### config.mk
export PLATFORM = sky130hd
export DESIGN_NAME = ecg_classifier_top
export DESIGN_NICKNAME = d
export VERILOG_FILES = /design/src/rtl/ecg_classifier_top.sv
export SDC_FILE = /design/constraint.sdc
export NUM_CORES = 1
export LEC_CHECK = 0
export CELL_PAD_IN_SITES_DETAIL_PLACEMENT = 1
export CELL_PAD_IN_SITES_GLOBAL_PLACEMENT = 1
export CORE_MARGIN = 2
export CORE_UTILIZATION = 47
export CTS_CLUSTER_DIAMETER = 200
export CTS_CLUSTER_SIZE = 20
export DETAILED_ROUTE_END_ITERATION = 16
export PLACE_DENSITY = 0.91
export SETUP_SLACK_MARGIN = 0.5
export SKIP_CTS_REPAIR_TIMING = 1
export SLEW_MARGIN = 25
export SYNTH_ARGS = -nofsm -noshare
export SYNTH_HDL_FRONTEND = slang
export SYNTH_SLANG_ARGS = --single-unit
### constraint.sdc
create_clock -name clk -period 5.6 [get_ports clk]
set_input_delay 0.56 -clock clk [delete_from_list [all_inputs] [get_ports clk]]
set_output_delay 0.56 -clock clk [all_outputs]
set_load 0.005 [all_outputs]
### src/rtl/ecg_classifier_top.sv
// ecg_classifier_top
// Captures a 15-sample ECG beat on start, scans it one sample per cycle to
// find peak, trough and peak position, then applies a fixed priority rule
// set and registers a one-hot class code (N/S/V/Q) on classifier.
module ecg_classifier_top #(
    parameter int unsigned RANGE_MIN = 4,   // range below this -> Q
    parameter int unsigned V_RANGE   = 64,  // range at or above this -> V
    parameter int unsigned EARLY_IDX = 3    // peak index below this -> S
) (
    input  logic       clk,
    input  logic       rst,                 // asynchronous, active-low
    input  logic       start,
    input  logic [7:0] ecg_input [0:14],
    output logic [3:0] classifier
);

    localparam int unsigned N_SAMPLES = 15;
    localparam logic [3:0]  LAST_IDX  = 4'(N_SAMPLES - 1);

    // Thresholds narrowed to the datapath widths so all compares are same-width.
    localparam logic [7:0]  RANGE_MIN_B = 8'(RANGE_MIN);
    localparam logic [7:0]  V_RANGE_B   = 8'(V_RANGE);
    localparam logic [3:0]  EARLY_IDX_B = 4'(EARLY_IDX);

    // One-hot class codes.
    localparam logic [3:0]  CLS_N = 4'b0001;
    localparam logic [3:0]  CLS_S = 4'b0010;
    localparam logic [3:0]  CLS_V = 4'b0100;
    localparam logic [3:0]  CLS_Q = 4'b1000;

    typedef enum logic [1:0] {
        IDLE     = 2'd0,
        SCAN     = 2'd1,
        CLASSIFY = 2'd2,
        DONE     = 2'd3
    } state_t;

    state_t     state;
    state_t     state_next;

    logic [3:0] idx_reg;
    logic [3:0] idx_next;
    logic [7:0] max_reg;
    logic [7:0] max_next;
    logic [7:0] min_reg;
    logic [7:0] min_next;
    logic [3:0] max_idx_reg;
    logic [3:0] max_idx_next;
    logic [3:0] classifier_reg;
    logic [3:0] classifier_next;

    logic       latch_en;
    logic [7:0] buf_tap [0:N_SAMPLES-1];
    logic [7:0] cur_sample;
    logic [7:0] range_val;
    logic [3:0] class_code;

    // Sample buffer: one register per sample, loaded only at the accepting
    // start edge so later input changes cannot disturb a run in progress.
    genvar gi;
    generate
        for (gi = 0; gi < N_SAMPLES; gi++) begin : g_buf
            logic [7:0] sample_reg;

            // Capture sample gi when a run is accepted.
            always_ff @(posedge clk or negedge rst) begin
                if (!rst) begin
                    sample_reg <= 8'd0;
                end else if (latch_en) begin
                    sample_reg <= ecg_input[gi];
                end
            end

            assign buf_tap[gi] = sample_reg;
        end
    endgenerate

    // Sample currently being scanned; idx_reg never exceeds LAST_IDX.
    assign cur_sample = buf_tap[idx_reg];

    // Peak-to-trough range and rule-based class selection (highest priority first).
    always_comb begin
        range_val  = max_reg - min_reg;
        class_code = CLS_N;
        if (range_val < RANGE_MIN_B) begin
            class_code = CLS_Q;
        end else if (range_val >= V_RANGE_B) begin
            class_code = CLS_V;
        end else if (max_idx_reg < EARLY_IDX_B) begin
            class_code = CLS_S;
        end else begin
            class_code = CLS_N;
        end
    end

    // Next-state and datapath update logic.
    always_comb begin
        state_next      = state;
        idx_next        = idx_reg;
        max_next        = max_reg;
        min_next        = min_reg;
        max_idx_next    = max_idx_reg;
        classifier_next = classifier_reg;
        latch_en        = 1'b0;

        case (state)
            IDLE: begin
                if (start) begin
                    latch_en     = 1'b1;
                    idx_next     = 4'd0;
                    max_next     = 8'd0;
                    min_next     = 8'hFF;
                    max_idx_next = 4'd0;
                    state_next   = SCAN;
                end
            end

            SCAN: begin
                // Strict greater-than keeps the first occurrence of a tied peak.
                if (cur_sample > max_reg) begin
                    max_next     = cur_sample;
                    max_idx_next = idx_reg;
                end
                if (cur_sample < min_reg) begin
                    min_next = cur_sample;
                end
                if (idx_reg == LAST_IDX) begin
                    state_next = CLASSIFY;
                end else begin
                    idx_next = idx_reg + 4'd1;
                end
            end

            CLASSIFY: begin
                classifier_next = class_code;
                state_next      = DONE;
            end

            DONE: begin
                state_next = IDLE;
            end

            default: begin
                state_next = IDLE;
            end
        endcase
    end

    // FSM state register.
    always_ff @(posedge clk or negedge rst) begin
        if (!rst) begin
            state <= IDLE;
        end else begin
            state <= state_next;
        end
    end

    // Scan datapath and result registers; reset aborts any run without a result.
    always_ff @(posedge clk or negedge rst) begin
        if (!rst) begin
            idx_reg        <= 4'd0;
            max_reg        <= 8'd0;
            min_reg        <= 8'd0;
            max_idx_reg    <= 4'd0;
            classifier_reg <= 4'd0;
        end else begin
            idx_reg        <= idx_next;
            max_reg        <= max_next;
            min_reg        <= min_next;
            max_idx_reg    <= max_idx_next;
            classifier_reg <= classifier_next;
        end
    end

    assign classifier = classifier_reg;

endmodule

Yosys cells after proc, flatten, opt, wreduce, memory -nomap -nowiden
Index checks and enable logic that the tools add are counted.

cells by class
  add/subtract/negate cells = 2
  $lt $le $gt $ge = 6
  equal/unequal tests = 9
  muxes and demuxes = 22
  bitwise gates (word level) = 1
  reductions and logical operators = 6

operators with widths
  cell                   number
  $mux W8                6
  $bmux W8 S4            1
  $pmux W8 S2            2
  $mux W4                4
  $pmux W4 S2            2
  $ne A2 B2 Y1 const B   5
  $reduce_and A3 Y1      3
  $ge A8 B7 Y1 const B   1
  $gt A8 B8 Y1           1
  $lt A8 B3 Y1 const B   1
  $lt A8 B8 Y1           1
  $pmux W2 S4            1
  $sub A8 B8 Y8          1
  $mux W2                3
  $ge A5 B5 Y1 const B   1
  $not A4 Y5             1
  $add A4 B1 Y4 const B  1
  $eq A2 B2 Y1 const B   2
  $eq A4 B4 Y1 const B   1
  $lt A4 B2 Y1 const B   1
  $mux W3                1
  $eq A2 B1 Y1 const B   1
  $logic_not A2 Y1       1
  $mux W1                2
  other kinds (2)        2

word-level totals
  register bits after elaboration = 150
  input bits = 123
  output and inout port bits = 4

Depth between registers and ports, before layout
  word-level depth = 7
  gate-level depth with buffers = 13

Worst setup path after synthesis
No wires, ideal clock.

  path type = register -> register
  start = register idx_reg[1]
  end = register max_idx_reg[0]
  arrival = 3.227 ns
  required time = 5.521 ns
  setup slack = 2.294 ns
  stages on the path, launching flop included = 13
  cells stage by stage = dfrtp_1 buf_6 clkbuf_1 mux4_2 mux4_2 ha_1 o21ai_0 a21oi_1 nor3_1 o31ai_1 o311a_1 buf_2 mux2i_1

on the way
  longest elaborated chain between the ends = 7

RTL lines
  item                                         line  source
  from (decl)                                  41    logic [3:0] idx_reg;
  from (signal assigned)                       167   idx_reg <= idx_next;
  $not A4 Y5 (not written as such)             79    assign cur_sample = buf_tap[idx_reg];
  $bmux W8 S4                                  79
  $mux W8 (not written as such) (2 in series)  79
  $gt A8 B8 Y1                                 120   if (cur_sample > max_reg) begin
  $ne A2 B2 Y1 (no source line)                -
  $reduce_and A3 Y1 (no source line)           -
  to (signal assigned)                         170   max_idx_reg <= max_idx_next;
  to (decl)                                    47    logic [3:0] max_idx_reg;

Every way passes these cells. The select of a mux whose other input is x is not followed.
A chain may end at the register's enable or synchronous reset.

Final worst setup path
  start = register idx_reg[0]
  end = register max_reg[2]

on the way
  longest elaborated chain between the ends = 7

RTL lines
  item                                           line  source
  $not A4 Y5 (not written as such) *             79
  $bmux W8 S4 *                                  79
  $mux W8 (not written as such) * (2 in series)  79
  $gt A8 B8 Y1                                   120
  $ne A2 B2 Y1 (no source line)                  -
  $reduce_and A3 Y1 (no source line)             -
  to (signal assigned)                           168   max_reg <= max_next;
  to (decl)                                      43    logic [7:0] max_reg;

Mark *: on every way between the ends. The rest lies on a longest branch, timed or not. The select of a mux whose other input is x is not followed.

==> results.json <==
{
  "status": "finished clean",
  "slew_viol_final": 0,
  "netlist_area_um2": 7490,
  "syn_nets": 696,
  "hold_violations": 0,
  "vias_per_cell": 6.05,
  "wl_per_cell_um": 28.0,
  "cts.path.max_buffers": 2,
  "hold_slack_ns": 0.145,
  "final_antenna_net_count": 0,
  "comb_power_share_pct": 44.8,
  "rows": 46,
  "internal-power_w": 0.00353,
  "regToRegStartpoint": "idx_reg[0]",
  "power_switching_w": 0.00228,
  "synth_area_leaders": "dfrtp_1 50%, mux2_2 18%, mux4_2 8.7%, ha_1 4.7%, mux2i_1 3.3%",
  "synth_top_area_share_pct": 50.1,
  "slowest_delay_ns": 0.84,
  "clk_pin_slew_worst_paths_ns": 0.06,
  "p_per_area_nw_per_um2": 612,
  "peakVddDrop_mv": 0.343,
  "placement.io_buffers": 126,
  "clkPwrFrac_pct": 18.5,
  "p_sw_share_pct": 39.2,
  "gr-usage-all-layers_pct": 31.5,
  "route.detailed.drc": 0,
  "grt_max_degree": 96,
  "grt_pass1_wl_um": 38200,
  "die_h_um": 130,
  "synth_area_leader_cell": "dfrtp_1",
  "ys_seq_elements": 150,
  "layout_common_cells": "148 x dfrtp_1, 125 x clkdlybuf4s50_1, 120 x mux2_2",
  "start_util_pct": 47.7,
  "fmax_mhz": 229,
  "htreeDepth": 4,
  "fin_tns_setup_ns": 0,
  "ys_async_sr_fraction_pct": 100,
  "clockRootBuffer": "clkbuf_16",
  "seqPwrFrac_pct": 36.8,
  "detailedRoute.firstIterationViolations": 345,
  "wl_um": 25000,
  "critPathCaptureType": "flop",
  "syn_inst": 544,
  "top_level_ports": 127,
  "power_leakage_nw": 3.93,
  "tightestPinTransition_ns": 0.947,
  "drt_first_pass_iters": 4,
  "final_common_cell": "dfrtp_1",
  "rsz0062_at_grt": "no",
  "synth-seq-area-share_pct": 50.1,
  "cts_buffers": 17,
  "layout.nets": 816,
  "drv_cap": 0,
  "largest_reg_flops": 120,
  "synth_edf_count": 0,
  "critPathKind": "reg2reg",
  "area_growth_pct": 26.6,
  "finalClockSkew_ns": 0.0107,
  "diodes": 0,
  "routabilityCongestion": 0.899,
  "die_area_um2": 17000,
  "period_share_pct": 77.8,
  "grt_overflow_total": 0,
  "vias": 5398,
  "grt_pass1_vias": 6186,
  "cp_slowest_cell": "dfrtp_2",
  "worstSkewPairLatency_ns": 0.43,
  "fillCellCount": 1448,
  "multi_input_area_um2": 3520,
  "cp-startpoint": "idx_reg[0]",
  "worstPathCellList": "inv_1 -> nor2_1 -> o2bb2ai_1 -> mux4_2 -> ha_1 -> o21ai_0 -> a21oi_1 -> nor3_1 -> o31ai_1 -> o311a_1 -> mux2i_1",
  "path_max_fanout": 23,
  "synthFlopType": "dfrtp_1",
  "cts_tree": "yes",
  "core_region_area_um2": 15700,
  "critPathArrivalTime_ns": 4.68,
  "die_w_um": 130,
  "cts.sinks": 150,
  "yosysWarnings": 0,
  "hold_path_class": "in2async",
  "cp-start-kind": "flop",
  "relSlewSlack_pct": 36.9,
  "dp_hpwl_um": 15800,
  "fin_crit_ns": 4.36,
  "final-seq-area_um2": 3760,
  "setup_viol": 0,
  "required_ns": 5.92,
  "drive_above_1_share_pct": 28.3,
  "synthDistinctLibCells": 50,
  "grt_antenna_before_repair": 0,
  "avgSynthCellArea_um2": 13.8
}
[cell usage after synthesis, types with 2 or more instances]
library cell and n:
a211oi_1 4, a21o_1 3, a21oi_1 10, a32o_1 2, buf_1 3, buf_2 4
clkbuf_1 20, dfrtp_1 150, ha_1 28, inv_1 29, mux2_2 120, mux2i_1 25
mux4_1 2, mux4_2 29, nand2_1 21, nand2b_1 4, nand3_1 6, nand4_1 2
nor2_1 14, nor2b_1 4, nor3_1 4, nor4_1 2, o211a_1 2, o211ai_1 2
o21a_1 2, o21ai_0 13, o22a_1 8, o2bb2ai_1 7, o31ai_1 2, xnor2_1 2
[metal layers]
metal / routed length [um] / share of wire, % / vias up / track usage, %
met5: 0 / 0 / - / 0
met2: 12800 / 51 / 296 / 53.2
met3: 1510 / 6.0 / 96 / 6.81
met1: 9120 / 36 / 2762 / 36.6
met4: 1570 / 6.3 / 0 / 19.9
li1: - / - / 2244 / -
[final timing paths]
check | to | slack, ns | depth (start not counted)
max in group asynchronous | g_buf[14].sample_reg[0] | 4.28 | 2
worst min-delay path | classifier[2] | 0.15 | 1
worst max-delay path | max_reg[2] | 1.24 | 11
worst max register to register | max_reg[2] | 1.24 | 11
worst min register to register | classifier[3] | 0.49 | 1
min in group clk | classifier[3] | 0.49 | 1
[critical path: cells and delay by family (launching register included)]
family	cells	cell delay, ns
AO/OA/AOI/OAI	5	1.45
adder cells (fa/ha/maj)	1	0.20
buffers and inverters	1	0.43
flip-flops	1	0.84
multiplexers	2	0.66
AND/OR/NAND/NOR	2	0.66
[stage by stage]
step | setup slack (ns) | util [%] | instances | power, W | instance area (um^2)
after floorplan | 2.29 | - | 544 | 0.00368 | 7490
after global placement | 1.72 | 56.9 | 861 | 0.00427 | 8940
after detailed placement | 1.55 | 56.9 | 861 | 0.00449 | 8940
after CTS | 1.25 | 60.3 | 892 | 0.00577 | 9480
after global routing | 1.03 | 60.4 | 892 | 0.00606 | 9490
final | 1.24 | 60.4 | 892 | 0.00581 | 9490
[logic make-up (layout without fill, tap and decap cells)]
family                   count (synthesis)  in the layout  synth area share, %
buffers and inverters                   57            189                 3.02
XOR/XNOR                                 2              2                0.234
multiplexers                           177            177                 31.1
AND/OR/NAND/NOR                         59             59                 3.67
adder cells (fa/ha/maj)                 29             29                 4.94
AO/OA/AOI/OAI                           70             70                 6.92
flip-flops                             150            150                 50.1
[power by group through the flow]
stage / Sequential [W] / Combinational (W) / Clock [W]
floorplan: 0.00179 / 0.00189 / 0
global placement: 0.00202 / 0.00225 / 0
detailed placement: 0.00208 / 0.00241 / 0
CTS: 0.00212 / 0.00257 / 0.00108
global route: 0.00218 / 0.00276 / 0.00112
finish: 0.00214 / 0.00260 / 0.00107
[area by class of cell]
type                            count  area share (%)
Timing Repair Buffer              129            13.6
Clock inverter                     13            1.04
Multi-Input combinational cell    337            37.1
Sequential cell                   150            39.6
Tap cell                          216            2.85
Inverter                           29            1.15
Clock buffer                       18            4.63
(Power assumes the default switching activity.)
